==> src/rtl/keypad_scanner.sv <==
// ============================================================================
// Module   : keypad_scanner
// Brief    : 4x4 matrix keypad scanner with frame debounce and 4-key history.
// Revision : 1.0 - initial release
// ============================================================================
`default_nettype none

module keypad_scanner #(
    parameter int SCAN_DIV        = 100000,
    parameter int DEBOUNCE_FRAMES = 4
) (
    input  logic       CLK,
    input  logic       RESETN,
    input  logic [3:0] ROW,
    output logic [3:0] COL,
    output logic [3:0] KEY_CODE,
    output logic       KEY_VALID,
    output logic       KEY_DOWN,
    output logic [3:0] NUM0,
    output logic [3:0] NUM1,
    output logic [3:0] NUM2,
    output logic [3:0] NUM3
);

    localparam int               c_div_w    = (SCAN_DIV > 1) ? $clog2(SCAN_DIV) : 1;
    localparam logic [c_div_w-1:0] c_div_last = c_div_w'(SCAN_DIV - 1);
    localparam logic [3:0]       c_deb_last = 4'(DEBOUNCE_FRAMES);

    typedef enum logic [1:0] {
        IDLE      = 2'd0,
        DEB_PRESS = 2'd1,
        PRESSED   = 2'd2,
        DEB_REL   = 2'd3
    } state_t;

    logic [3:0]         row_meta_q, row_sync_q;
    logic [c_div_w-1:0] div_q;
    logic [1:0]         col_q;
    logic [11:0]        acc_q;
    logic [15:0]        frame_q;
    logic               frame_done_q;

    state_t     state_q, state_d;
    logic [3:0] cnt_q, cnt_d;
    logic [3:0] cand_q, cand_d;
    logic       accept;
    logic       key_valid_q;
    logic [3:0] code_q, num0_q, num1_q, num2_q, num3_q;

    logic [4:0] act_cnt;
    logic [3:0] key_idx;
    logic [3:0] key_code;
    logic       is_none, is_single;

    // Bit index in the frame is col*4+row, so the map is read column by column.
    function automatic logic [3:0] keymap(input logic [3:0] idx);
        case (idx)
            4'd0:  keymap = 4'h1;  4'd1:  keymap = 4'h4;
            4'd2:  keymap = 4'h7;  4'd3:  keymap = 4'h0;
            4'd4:  keymap = 4'h2;  4'd5:  keymap = 4'h5;
            4'd6:  keymap = 4'h8;  4'd7:  keymap = 4'hF;
            4'd8:  keymap = 4'h3;  4'd9:  keymap = 4'h6;
            4'd10: keymap = 4'h9;  4'd11: keymap = 4'hE;
            4'd12: keymap = 4'hA;  4'd13: keymap = 4'hB;
            4'd14: keymap = 4'hC;  default: keymap = 4'hD;
        endcase
    endfunction

    // Rows are sampled at the last divider count so the column has settled.
    always_ff @(posedge CLK or negedge RESETN) begin
        if (!RESETN) begin
            row_meta_q   <= 4'hF;
            row_sync_q   <= 4'hF;
            div_q        <= '0;
            col_q        <= 2'd0;
            acc_q        <= '0;
            frame_q      <= '0;
            frame_done_q <= 1'b0;
        end else begin
            row_meta_q   <= ROW;
            row_sync_q   <= row_meta_q;
            frame_done_q <= 1'b0;
            if (div_q == c_div_last) begin
                div_q <= '0;
                col_q <= col_q + 2'd1;
                if (col_q == 2'd3) begin
                    frame_q      <= {~row_sync_q, acc_q};
                    frame_done_q <= 1'b1;
                end else begin
                    acc_q[{col_q, 2'b00} +: 4] <= ~row_sync_q;
                end
            end else begin
                div_q <= div_q + 1'b1;
            end
        end
    end

    always_comb begin
        act_cnt = 5'd0;
        key_idx = 4'd0;
        for (int i = 0; i < 16; i++) begin
            if (frame_q[i]) begin
                act_cnt = act_cnt + 5'd1;
                key_idx = 4'(i);
            end
        end
    end

    assign is_none   = (act_cnt == 5'd0);
    assign is_single = (act_cnt == 5'd1);
    assign key_code  = keymap(key_idx);

    always_comb begin
        state_d = state_q;
        cnt_d   = cnt_q;
        cand_d  = cand_q;
        accept  = 1'b0;
        if (frame_done_q) begin
            case (state_q)
                IDLE: begin
                    if (is_single) begin
                        cand_d  = key_code;
                        cnt_d   = 4'd1;
                        state_d = DEB_PRESS;
                    end
                end
                DEB_PRESS: begin
                    if (is_single && (key_code == cand_q)) begin
                        if (cnt_q + 4'd1 == c_deb_last) begin
                            cnt_d   = 4'd0;
                            state_d = PRESSED;
                            accept  = 1'b1;
                        end else begin
                            cnt_d = cnt_q + 4'd1;
                        end
                    end else begin
                        cnt_d   = 4'd0;
                        state_d = IDLE;
                    end
                end
                PRESSED: begin
                    if (is_none) begin
                        cnt_d   = 4'd1;
                        state_d = DEB_REL;
                    end
                end
                default: begin
                    if (is_none) begin
                        if (cnt_q + 4'd1 == c_deb_last) begin
                            cnt_d   = 4'd0;
                            state_d = IDLE;
                        end else begin
                            cnt_d = cnt_q + 4'd1;
                        end
                    end else begin
                        cnt_d   = 4'd0;
                        state_d = PRESSED;
                    end
                end
            endcase
        end
    end

    always_ff @(posedge CLK or negedge RESETN) begin
        if (!RESETN) begin
            state_q     <= IDLE;
            cnt_q       <= 4'd0;
            cand_q      <= 4'd0;
            key_valid_q <= 1'b0;
            code_q      <= 4'd0;
            num0_q      <= 4'd0;
            num1_q      <= 4'd0;
            num2_q      <= 4'd0;
            num3_q      <= 4'd0;
        end else begin
            state_q     <= state_d;
            cnt_q       <= cnt_d;
            cand_q      <= cand_d;
            key_valid_q <= accept;
            if (accept) begin
                code_q <= cand_q;
                num3_q <= num2_q;
                num2_q <= num1_q;
                num1_q <= num0_q;
                num0_q <= cand_q;
            end
        end
    end

    assign COL       = ~(4'b0001 << col_q);
    assign KEY_CODE  = code_q;
    assign KEY_VALID = key_valid_q;
    assign KEY_DOWN  = (state_q == PRESSED) || (state_q == DEB_REL);
    assign NUM0      = num0_q;
    assign NUM1      = num1_q;
    assign NUM2      = num2_q;
    assign NUM3      = num3_q;

endmodule

`default_nettype wire

==> config.mk <==
export PLATFORM = sky130hd
export DESIGN_NAME = keypad_scanner
export DESIGN_NICKNAME = d
export VERILOG_FILES = /design/src/rtl/keypad_scanner.sv
export SDC_FILE = /design/constraint.sdc
export NUM_CORES = 1
export LEC_CHECK = 0
export ABC_AREA = 0
export BUFFER_PORTS_ARGS = -buffer_cell sky130_fd_sc_hd__buf_4
export CORE_MARGIN = 5
export CORE_UTILIZATION = 62
export DETAILED_ROUTE_END_ITERATION = 10
export PLACE_DENSITY = 0.86
export SETUP_SLACK_MARGIN = 0.3
export SLEW_MARGIN = 20
export SYNTH_ARGS = -nofsm -noshare
export SYNTH_HDL_FRONTEND = slang
export SYNTH_SLANG_ARGS = --single-unit
==> constraint.sdc <==
create_clock -name CLK -period 11.1 [get_ports CLK]
set_input_delay 1.11 -clock CLK [delete_from_list [all_inputs] [get_ports CLK]]
set_output_delay 1.11 -clock CLK [all_outputs]
set_load 0.005 [all_outputs]
==> flow_summary.yaml <==
route:
  initialDrtViolationCount: 289
  routed_via_density: 6.11
  route.detailed.drc: 0
  wirelength_um: 11600
  wl_per_cell_um: 16.4
  ant_nets: 0
  num_vias: 4326
  drt_first_pass_iters: 5
global_route:
  overflow: 0
  grt_max_degree: 84
  first_global_vias: 4369
  grt_pass1_wl_um: 19900
  antenna_found_initial: 0
  grt.total_usage: 0.214
floorplan:
  die-area_um2: 11000
  rows: 34
  io_pins: 32
  die_y_um: 105
  initial_utilization: 0.637
  dieWidth_um: 105
  core_area_um2: 8720
setup_path:
  cp_num_buf_inv: 3
  cp.required_ns: 11.33
  end_kind: "flop"
  cp_common_cell: "ha_1"
  crit_arrival_ns: 10.46
  slowest_stage: "or4_1"
  crit_type: "reg2reg"
  critPathLaunchType: "flop"
  ff2ff_path_depth: 42
  path_max_fanout: 9
  crit_family: "adder cells"
  slowest_delay_ns: 0.55
  worst-path-stages: 42
clock_tree:
  clockBufferDepth: 2
  numCtsBuffers: 9
  clkSinkCount: 83
  root_buffer: "clkbuf_8"
  clkTransAtPathRegs_ns: 0.09
  cts_tree: "built"
  insertion_delay_ns: 0.35
  h-tree-depth: 3
synthesis:
  yosysWarnings: 0
  netlist.top_cell.by_area: "dfrtp_1"
  syn_area_um2: 5560
  async_flop_share: 1.00
  synthCells: 574
  syn-num-nets: 609
  synth.area.top_cells: "dfrtp_1 34%, ha_1 6.5%, xnor2_1 5.0%"
  yosysMostFrequentCell: "dfrtp_1"
  syn_area_per_cell_um2: 9.68
  netlist-cell-type-count: 82
  synth-seq-cells: 83
  netlist.area_leader.share: 0.338
  synth_edf_count: 0
  synth_common_cells: "75 x dfrtp_1, 72 x nand2_1, 41 x nor2_1"
  synth_seq_area_share: 0.375
  ys.flop_type: "dfrtp_1"
worst_hold_path:
  holdCritPathClass: "reg2reg"
  hold_depth: 0
power:
  p_per_area_nw_per_um2: 86.6
  power_mw: 0.529
  p_leak_nw: 2.83
  ir_drop_mv: 0.119
placement:
  port_buffers: 31
  hpwl_um: 8240
  place.gp.congestion: 0.833
timing:
  rsz0062_at_grt: "false"
  final.setup.tns_ns: 0
  layout_min_cycle_time_ns: 10.22
  drv_slew: 0
  setup_violations: 0
  max_freq_ghz: 0.0978
  slew_headroom: 0.502
  finalHoldViolations: 0
  worst_pin_slew_ns: 0.741
  fin_skew_ns: 0.0114
  min_period_over_period: 0.921
run_status:
  status: "completed"
final_layout:
  drive_above_1_share: 0.202
  syn2layout_area_growth_pct: 9.90
  final_nets: 630
  insertedDiodeCount: 0
job:
  cap_violations: 0
-- layer usage --
| metal | share of wire | wire [µm] | track usage | up-vias |
|---|---|---|---|---|
| li1 | - | - | - | 2100 |
| met1 | 0.42 | 4870 | 0.266 | 2080 |
| met2 | 0.52 | 6020 | 0.374 | 110 |
| met3 | 0.037 | 435 | 0.0345 | 36 |
| met4 | 0.027 | 316 | 0.0831 | 0 |
| met5 | 0 | 0 | 0 | - |
-- through the flow --
stage          worst slack (ns)  cells   util  area [µm²]  hold WS, ns
5_1_grt                   0.286    708  0.701        6110        0.360
3_5_place_dp              0.521    687  0.664        5790        0.348
4_1_cts                   0.494    703  0.687        5990        0.360
2_1_floorplan              1.39    574      -        5560        0.345
6_report                  0.876    708  0.701        6110        0.359
3_3_place_gp               1.05    687  0.664        5790        0.346
-- placed cells by master (no fill, tap or decap), drive strengths merged, types with 5 or more instances in the layout --
master	count
nand3	17
dfstp	8
o21ai	25
xnor2	33
nor4	7
mux2	34
xor2	23
nor2	42
a211oi	9
clkbuf	9
inv	28
o211ai	5
buf	36
a21oi	22
nor3	11
dfrtp	75
o31ai	16
and3	7
nand4	6
nand2	72
ha	29
-- registers in the layout, indices dropped and copies added (netlist names) --
signal	count
div_q	17
NUM1	4
frame_done_q	1
NUM2	4
row_meta_q	4
acc_q	12
row_sync_q	4
frame_q	16
KEY_VALID	1
col_q	2
NUM3	4
state_q	2
cnt_q	4
NUM0	4
cand_q	4
-- final timing paths --
path	start	to	slack [ns]
max	frame_q[1]	cnt_q[1]	0.88
min	row_meta_q[1]	row_sync_q[1]	0.36
max reg2reg	frame_q[1]	cnt_q[1]	0.88
min reg2reg	row_meta_q[1]	row_sync_q[1]	0.36
max in group asynchronous	RESETN	frame_q[2]	9.81
min in group asynchronous	RESETN	div_q[4]	0.78
-- cell families (layout without fill, tap and decap cells) --
logic type,count (synthesis),in the layout,synth area share
multiplexers,37,37,0.0804
XOR/XNOR,60,60,0.108
flip-flops,83,83,0.375
AND/OR/NAND/NOR,194,194,0.177
adder cells (fa/ha/maj),29,29,0.0653
AO/OA/AOI/OAI,118,118,0.151
buffers and inverters,53,79,0.0437
-- timing repair --
| action | 4_1_cts | 5_1_grt |
|---|---|---|
| resized for setup | 0 | 13 |
| buffers inserted | 0 | 5 |
| hold endpoints to repair | 0 | 0 |
| endpoints found under the setup margin | 0 | 27 |
| hold buffers | 0 | 0 |
-- power by group --
group,internal (mW),total [mW],leakage (nW),switching [mW]
Sequential,0.305,0.306,1.12,0.00141
Clock,0.105,0.216,0.0962,0.110
Combinational,0.00122,0.00680,1.61,0.00557
Total,0.411,0.529,2.83,0.117
-- cell type report --
type,instances,area (µm²)
Clock buffer,9,124
Clock inverter,7,76.3
Fill cell,580,2610
Inverter,27,103
Multi-Input combinational cell,438,3300
Sequential cell,83,2090
Tap cell,108,135
Timing Repair Buffer,36,287
-- worst reg2reg max path, delay by kind of cell, from the launching register on --
kind / cells / cell delay (ns)
AO/OA/AOI/OAI: 10 / 2.32
XOR/XNOR: 1 / 0.18
adder cells (fa/ha/maj): 14 / 4.09
buffers and inverters: 3 / 0.22
flip-flops: 1 / 0.37
multiplexers: 6 / 1.70
AND/OR/NAND/NOR: 8 / 1.24
Note: power is estimated with default switching activity, not from simulation.
